<file path="config.mk">
export PLATFORM = sky130hd
export DESIGN_NAME = rca_cfg_encoder
export DESIGN_NICKNAME = d
export VERILOG_FILES = /design/src/rtl/rca_cfg_encoder.sv
export SDC_FILE = /design/constraint.sdc
export NUM_CORES = 1
export LEC_CHECK = 0
export BUFFER_PORTS_ARGS = -buffer_cell sky130_fd_sc_hd__buf_2
export CORE_AREA = 2 2 136 138
export DETAILED_ROUTE_END_ITERATION = 6
export DIE_AREA = 0 0 138 140
export PLACE_DENSITY = 0.78
export SYNTH_ARGS = -nofsm -noshare
export SYNTH_HDL_FRONTEND = slang
export SYNTH_SLANG_ARGS = --single-unit
</file>
<file path="constraint.sdc">
create_clock -name clk -period 3.34 [get_ports clk]
set_input_delay 0.167 -clock clk [delete_from_list [all_inputs] [get_ports clk]]
set_output_delay 0.167 -clock clk [all_outputs]
set_load 0.02 [all_outputs]
</file>
<file path="src/rtl/rca_cfg_encoder.sv">
// RCA configuration encoder: queues config commands and expands each into a
// burst of RCA custom-opcode instruction words with a valid/ready output.
module rca_cfg_encoder #(
    parameter int unsigned DEPTH = 8
) (
    input  logic                     clk,
    input  logic                     rst,
    input  logic                     flush,
    input  logic                     cmd_valid,
    output logic                     cmd_ready,
    input  logic [2:0]               cmd_type,
    input  logic [2:0]               cmd_rca_id,
    input  logic [4:0]               cmd_rs1,
    input  logic [4:0]               cmd_rs2,
    input  logic [4:0]               cmd_rd,
    input  logic [3:0]               cmd_count,
    output logic                     inst_valid,
    input  logic                     inst_ready,
    output logic [31:0]              inst,
    output logic                     cmd_err,
    output logic                     busy,
    output logic [$clog2(DEPTH):0]   fifo_count
);

    localparam int unsigned PW = $clog2(DEPTH);
    localparam int unsigned CW = PW + 1;
    localparam logic [6:0]  OPCODE = 7'b0101011;
    localparam logic [2:0]  ILLEGAL_TYPE = 3'd7;

    typedef struct packed {
        logic [2:0] kind;
        logic [2:0] rca_id;
        logic [4:0] rs1;
        logic [4:0] rs2;
        logic [4:0] rd;
        logic [3:0] count;
    } cmd_t;

    typedef enum logic {
        IDLE = 1'b0,
        EMIT = 1'b1
    } state_t;

    function automatic logic [31:0] encode(input cmd_t c);
        return {4'b0000, c.kind, c.rs2, c.rs1, c.rca_id, c.rd, OPCODE};
    endfunction

    cmd_t            r_mem [DEPTH];
    logic [PW-1:0]   r_wr_ptr;
    logic [PW-1:0]   r_rd_ptr;
    logic [CW-1:0]   r_count;
    logic [31:0]     r_inst;
    logic [3:0]      r_beat_cnt;
    logic            r_cmd_err;
    state_t          r_state;
    state_t          w_state_nxt;

    logic            w_full;
    logic            w_empty;
    logic            w_hs;
    logic            w_illegal;
    logic            w_push;
    logic            w_pop;
    logic            w_step;
    cmd_t            w_cmd;
    cmd_t            w_head;

    assign w_full    = (r_count == CW'(DEPTH));
    assign w_empty   = (r_count == '0);
    assign w_hs      = cmd_valid && !w_full;
    assign w_illegal = (cmd_type == ILLEGAL_TYPE);
    assign w_push    = w_hs && !w_illegal && !flush;
    assign w_head    = r_mem[r_rd_ptr];

    assign w_cmd = '{kind:   cmd_type,
                     rca_id: cmd_rca_id,
                     rs1:    cmd_rs1,
                     rs2:    cmd_rs2,
                     rd:     cmd_rd,
                     count:  cmd_count};

    // FSM state register
    always_ff @(posedge clk or negedge rst) begin
        if (!rst) begin
            r_state <= IDLE;
        end else begin
            r_state <= w_state_nxt;
        end
    end

    // FSM next state
    always_comb begin
        w_state_nxt = r_state;
        if (flush) begin
            w_state_nxt = IDLE;
        end else begin
            case (r_state)
                IDLE: if (!w_empty) w_state_nxt = EMIT;
                EMIT: if (inst_ready && r_beat_cnt == 4'd0 && w_empty) w_state_nxt = IDLE;
                default: w_state_nxt = IDLE;
            endcase
        end
    end

    // FSM controls: pop loads a new command, step advances the burst
    always_comb begin
        w_pop  = 1'b0;
        w_step = 1'b0;
        if (!flush) begin
            case (r_state)
                IDLE: w_pop = !w_empty;
                EMIT: begin
                    if (inst_ready) begin
                        if (r_beat_cnt != 4'd0) w_step = 1'b1;
                        else                    w_pop  = !w_empty;
                    end
                end
                default: begin
                    w_pop  = 1'b0;
                    w_step = 1'b0;
                end
            endcase
        end
    end

    // Queue storage carries no reset; occupancy is tracked by the pointers
    always_ff @(posedge clk) begin
        if (w_push) begin
            r_mem[r_wr_ptr] <= w_cmd;
        end
    end

    always_ff @(posedge clk or negedge rst) begin
        if (!rst) begin
            r_wr_ptr   <= '0;
            r_rd_ptr   <= '0;
            r_count    <= '0;
            r_inst     <= 32'h0;
            r_beat_cnt <= 4'd0;
            r_cmd_err  <= 1'b0;
        end else begin
            r_cmd_err <= w_hs && w_illegal && !flush;
            if (flush) begin
                r_wr_ptr <= '0;
                r_rd_ptr <= '0;
                r_count  <= '0;
            end else begin
                if (w_push) r_wr_ptr <= r_wr_ptr + PW'(1);
                if (w_pop)  r_rd_ptr <= r_rd_ptr + PW'(1);
                r_count <= r_count + CW'(w_push) - CW'(w_pop);
            end
            // rs2 lives in inst[24:20] and wraps 31 -> 0 across a burst
            if (w_pop) begin
                r_inst     <= encode(w_head);
                r_beat_cnt <= w_head.count;
            end else if (w_step) begin
                r_inst[24:20] <= r_inst[24:20] + 5'd1;
                r_beat_cnt    <= r_beat_cnt - 4'd1;
            end
        end
    end

    assign cmd_ready  = !w_full;
    assign inst_valid = (r_state == EMIT);
    assign inst       = r_inst;
    assign cmd_err    = r_cmd_err;
    assign fifo_count = r_count;
    assign busy       = !w_empty || (r_state == EMIT);

endmodule

</file>
==> results of run 1 <==
==> path summary, 6_finish.rpt <==
path	to	cells after the start	slack, ns
worst min register to register	inst[19]	2	0.48
max in group asynchronous	r_rd_ptr[0]	2	2.26
worst max-delay path	r_mem[2][23]	7	0.68
worst max register to register	r_mem[2][23]	7	0.68
worst min-delay path	r_rd_ptr[1]	2	0.02
min in group asynchronous	inst[8]	2	0.36
==> routing by layer <==
| metal | track usage, % | wire (microns) | vias up |
|---|---|---|---|
| met1 | 26.1 | 7570 | 2513 |
| li1 | - | - | 2137 |
| met4 | 4.51 | 309 | 0 |
| met5 | 0 | 0 | - |
| met3 | 2.70 | 928 | 29 |
| met2 | 32.2 | 9110 | 159 |
==> final cells by class <==
class,instances,area (sq um)
Fill cell,1260,6740
Clock buffer,31,627
Clock inverter,13,86.3
Tap cell,229,287
Timing Repair Buffer,104,706
Inverter,9,38.8
Multi-Input combinational cell,218,2340
Sequential cell,238,6960
==> per-stage QoR <==
stage | instance area, sq um | total power, mW | setup WS, ns
global placement | 10100 | 5.59 | 0.835
detailed placement | 10100 | 5.67 | 0.679
finish | 11000 | 8.02 | 0.680
CTS | 11000 | 8.11 | 0.665
floorplan | 9530 | 5.17 | 0.141
global route | 11000 | 8.41 | 0.537
==> power groups by stage <==
stage | registers [mW] | clock network (mW) | logic (mW)
floorplan | 3.87 | 0 | 1.30
global placement | 3.76 | 0 | 1.83
detailed placement | 3.79 | 0 | 1.88
CTS | 3.73 | 2.46 | 1.92
global route | 3.77 | 2.58 | 2.06
finish | 3.72 | 2.40 | 1.89
==> cell families after synthesis <==
| logic type | synth area share, % |
|---|---|
| muxes | 14.0 |
| DFF | 73.3 |
| buffers and inverters | 2.73 |
| xor gates and xnor gates | 0.738 |
| adders and majority gates | 1.66 |
| AOI/OAI and AO/OA | 2.53 |
| and+or+nand+nor | 5.05 |
| other | 0.0395 |
==> repair_timing <==
item	in CTS	in global routing
buffers inserted	0	0
hold buffers	27	0
endpoints found under the hold margin	239	0
==> registers in the layout, summed over array words and instances (netlist names) <==
name / flops
inst: 22
inst_valid: 1
r_beat_cnt: 4
r_wr_ptr: 3
r_mem: 200
fifo_count: 4
r_rd_ptr: 3
cmd_err: 1
==> layout by cell type (no fill, tap or decap), drive strengths merged, types with 2 or more instances in the layout <==
master       Yosys  final
a211oi           8      8
a21oi            7      7
a31o             2      2
and3             3      3
buf             28     77
clkbuf           4     31
clkinv           1     13
conb             1      7
dfrtp           38     38
dlygate4sd3      0     27
edfxtp         200    200
ha              11     11
inv              8      9
mux2i           20     20
mux4            50     50
nand2           21     21
nand2b           4      4
nand3            4      4
nand4            3      3
nor2            14     14
nor2b            9      9
nor3            14     14
nor4             3      3
o21ai           16     16
or3b             3      3
xnor2            6      6
xor2             2      2
==> worst reg2reg max path: cells and delay by family, from the launching register on <==
kind                       cells  cell delay [ns]
and+or+nand+nor                4             1.45
buffers and inverters          2             0.38
DFF                            1             0.34
adders and majority gates      1             0.19
==> metrics.yaml, run 1 <==
ir_worst_vdd_uv: 477
fin_cells: 842
period_minus_slack_ns: 2.66
cp-start-kind: "flop"
relSlewSlack_pct: 33.6
critical_path.max_stage_delay_ns: 0.53
first_global_vias: 5084
synth_edf_count: 200
worst_pin_slew_ns: 0.996
grt_pass1_wl_microns: 28300
die_area_sq_um: 19300
cts_resized: 0
yosysUniqueCellTypes: 41
finalMaxSlewViolations: 0
fin_tns_setup_ns: 0
start_util_pct: 53.4
swShare_pct: 29.0
antenna_found_initial: 0
drc: 0
outcome: "completed"
row_count: 49
cpLargestDelayFamily: "simple AND/OR/NAND/NOR gates"
yosysTopAreaCell: "edfxtp_1"
insertion_delay_ns: 0.53
rr_startpoint: "fifo_count[2]"
vias_per_cell: 5.75
p_switching_mw: 2.32
wl_per_cell_microns: 21.3
ys_warn_count: 0
crit_fanout: 9
cts_tree: "yes"
cap_viol_max_count: 0
cts_num_sinks: 238
track_usage_pct: 18.8
dp_hpwl_microns: 10300
setup_viol: 0
fin_crit_sh_pct: 79.6
powerDensity_nw_per_um2: 726
layout-drive-gt1-share_pct: 29.7
io_pins: 70
worst-setup-path-type: "flop to flop"
crit_path_end_kind: "flop"
drt-total-wl_microns: 17900
syn_area_sq_um: 9490
p_leak_nw: 3.80
crit_start: "fifo_count[2]"
syn_to_final_growth_pct: 16.3
cts_root_buf: "clkbuf_16"
clockBufferDepth: 3
final_util_pct: 62.1
holdWs_ns: 0.0159
postSynthCellCount: 491
timing.critical_path.buf_inv: 2
die_w_microns: 138
placed_cells: 771
io_buffers: 62
p_int_mw: 5.70
vias: 4838
nets: 637
hold_viol: 0
cp.required_ns: 3.55
clock_skew_ns: 0.0251
synth-main-ff-cell: "edfxtp_1"
cpMaxStageDelayCell: "nor2_2"
drtAntennaViolNets: 0
seqPwrFrac_pct: 46.4
overflow: 0
synth_common_cells: "edfxtp_1, mux4_2, dfrtp_1"
combinationalPowerShare_pct: 23.6
cts_buffers: 24
fmax_mhz: 376
synth.most_common_cell: "edfxtp_1"
first_pass_iters: 5
async_reset_ff_share_pct: 16.0
crit_arrival_ns: 2.87
hold_path.startpoint: "flush"
drt_iter0_markers: 300
ys_seq_area_share_pct: 73.3
synth-seq-cells: 238
synth_area_leaders: "edfxtp_1, mux4_2, dfrtp_1"
gp_congestion: 0.764
p_clk_share_pct: 30.0
diodes: 0
synth_top_area_share_pct: 63.3
path_clk_slew_ns: 0.06
rsz0062_at_grt: "no"
grt_max_degree: 47
coreArea_sq_um: 17800
avgSynthCellArea_sq_um: 19.3
hp-class: "input pin to flop"
die_h_microns: 140
cp_cell_sequence: "inv_1 > ha_1 > or3b_1 > nand3_1 > or3_1 > nor2_2 > buf_4"
htreeDepth: 1
No activity file was read; power rests on OpenSTA's default activity.
==> inputs of run 2 (changes only) <==
==> constraint.sdc (replaced) <==
create_clock -name clk -period 2.3 [get_ports clk]
set_input_delay 0.115 -clock clk [delete_from_list [all_inputs] [get_ports clk]]
set_output_delay 0.115 -clock clk [all_outputs]
set_load 0.02 [all_outputs]
==> metrics.yaml, run 2 (synthesized netlist as in run 1, its figures left out) <==
path_clk_slew_ns: 0.06  # about the same
vias: 4912  # +1.5%
top_register: "r_mem"
final_util_pct: 64.3  # +2.2 points
die_h_microns: 140  # unchanged
cts_num_sinks: 238  # unchanged
drtAntennaViolNets: 0  # unchanged
cp.required_ns: 2.51  # -1.04 ns
layout_commonest_cell: "edfxtp_1"
wl_per_cell_microns: 21.3  # about the same
swShare_pct: 28.4  # -0.54 points
rsz0062_at_grt: "yes"
clockBufferDepth: 3  # unchanged
diodes: 0  # unchanged
cts_tree: "yes"
finalMaxSlewViolations: 0  # unchanged
fin_cells: 863  # +2.5%
cts_root_buf: "clkbuf_16"
hold_viol: 0  # unchanged
p_leak_nw: 3.93  # +3.5%
grt_pass1_wl_microns: 29100  # +2.8%
p_int_mw: 8.61  # +51%
crit_fanout: 15  # +6
whs_path_depth: 5  # +3
r2r_cells: 7  # unchanged
overflow: 0  # unchanged
die_area_sq_um: 19300  # unchanged
first_global_vias: 5282  # +3.9%
ir_worst_vdd_uv: 869  # +82%
syn_to_final_growth_pct: 20.4
drc: 0  # unchanged
io_pins: 70  # unchanged
die_w_microns: 138  # unchanged
drt_iter0_markers: 400  # +33%
layout-drive-gt1-share_pct: 34.2  # +4.5 points
seqPwrFrac_pct: 45.0  # -1.4 points
row_count: 49  # unchanged
first_pass_iters: 5  # unchanged
gp_congestion: 0.749  # -2.0%
cts_buffers: 23  # -4.2%
combinationalPowerShare_pct: 25.6  # +2.0 points
crit_arrival_ns: 2.49  # -0.38 ns
cp-start-kind: "flop"
largest_reg_flops: 200  # unchanged
placed_cells: 792  # +2.7%
track_usage_pct: 19.4  # +0.61 points
period_minus_slack_ns: 2.28  # -0.377 ns
cap_viol_max_count: 0  # unchanged
vias_per_cell: 5.69  # -0.94%
hp-class: "input pin to flop"
relSlewSlack_pct: 41.5  # +7.9 points
worst_pin_slew_ns: 0.878  # -0.118 ns
htreeDepth: 1  # unchanged
nets: 659  # +3.5%
layout_common_cells: "edfxtp_1, buf_2, mux4_2, dfrtp_1, dlygate4sd3_1"
dp_hpwl_microns: 11300  # +9.3%
powerDensity_nw_per_um2: 1050  # +45%
start_util_pct: 53.4  # unchanged
clock_skew_ns: 0.00658  # -0.0185 ns
fin_crit_sh_pct: 99.3  # +20 points
holdWs_ns: 0.152  # +0.136 ns
antenna_found_initial: 0  # unchanged
crit_path_end_kind: "flop"
outcome: "completed"
fmax_mhz: 438  # +17%
coreArea_sq_um: 17800  # unchanged
p_switching_mw: 3.42  # +47%
worst-setup-path-type: "flop to flop"
insertion_delay_ns: 0.50  # -0.03 ns
setup_viol: 0  # unchanged
drt-total-wl_microns: 18400  # +2.6%
io_buffers: 62  # unchanged
p_clk_share_pct: 29.4  # -0.6 points
grt_max_degree: 37  # -21%
## run 2: worst paths after layout
path,startpoint,slack [ns],end
min,inst_ready,0.15,inst_valid
min reg2reg,inst[15],0.49,inst[15]
max reg2reg,fifo_count[3],0.02,r_mem[4][17]
min in group asynchronous,rst,0.27,inst[21]
max in group asynchronous,rst,1.39,r_rd_ptr[0]
max,fifo_count[3],0.02,r_mem[4][17]
## run 2: metrics by stage
stage                     area [sq um]  total power, mW  worst slack, ns  TNS [ns]
after floorplan                   9600             7.57           -0.274    -25.86
after global placement           10400             8.33          -0.0152   -0.0152
after detailed placement         10400             8.47          -0.0590    -0.110
after CTS                        11400             12.1          0.00110         0
after global routing             11400             12.5          -0.0636     -2.15
final                            11400             12.0           0.0170         0
## run 2: timing repair
item / 4_1_cts / 5_1_grt
gates resized for setup: 9 / 6
setup buffers: 1 / 0
setup endpoints to repair: 3 / 103
pin swaps: 2 / 2
endpoints found under the hold margin: 244 / 0
hold buffers: 28 / 0
## run 2: cell type report
type                            count  area (sq um)
Multi-Input combinational cell    218          2440
Sequential cell                   238          6960
Timing Repair Buffer              127           992
Inverter                            9          38.8
Clock inverter                      6          53.8
Fill cell                        1186          6350
Tap cell                          229           287
Clock buffer                       36           654
## run 2: worst max-delay path, cell delays in order, from the launching register on
cell     delay (ns)
dfrtp_2        0.43
ha_4           0.16
or3b_4         0.24
nand3_4        0.06
buf_4          0.16
or3_1          0.45
nor2_2         0.28
buf_12         0.20
## run 2: power groups by stage
| stage | Combinational [mW] | Clock [mW] | Sequential, mW |
|---|---|---|---|
| 6_report | 3.08 | 3.54 | 5.41 |
| 3_3_place_gp | 2.89 | 0 | 5.45 |
| 3_5_place_dp | 2.99 | 0 | 5.48 |
| 5_1_grt | 3.34 | 3.74 | 5.46 |
| 2_1_floorplan | 1.94 | 0 | 5.63 |
| 4_1_cts | 3.10 | 3.58 | 5.41 |
## run 2: metal layers
metal	wire length [microns]	part of all wire, %	global-route usage [%]
met5	0	0	0
met4	282	1.5	4.73
met3	1040	5.6	2.91
met2	9600	52	33.6
met1	7460	41	26.5
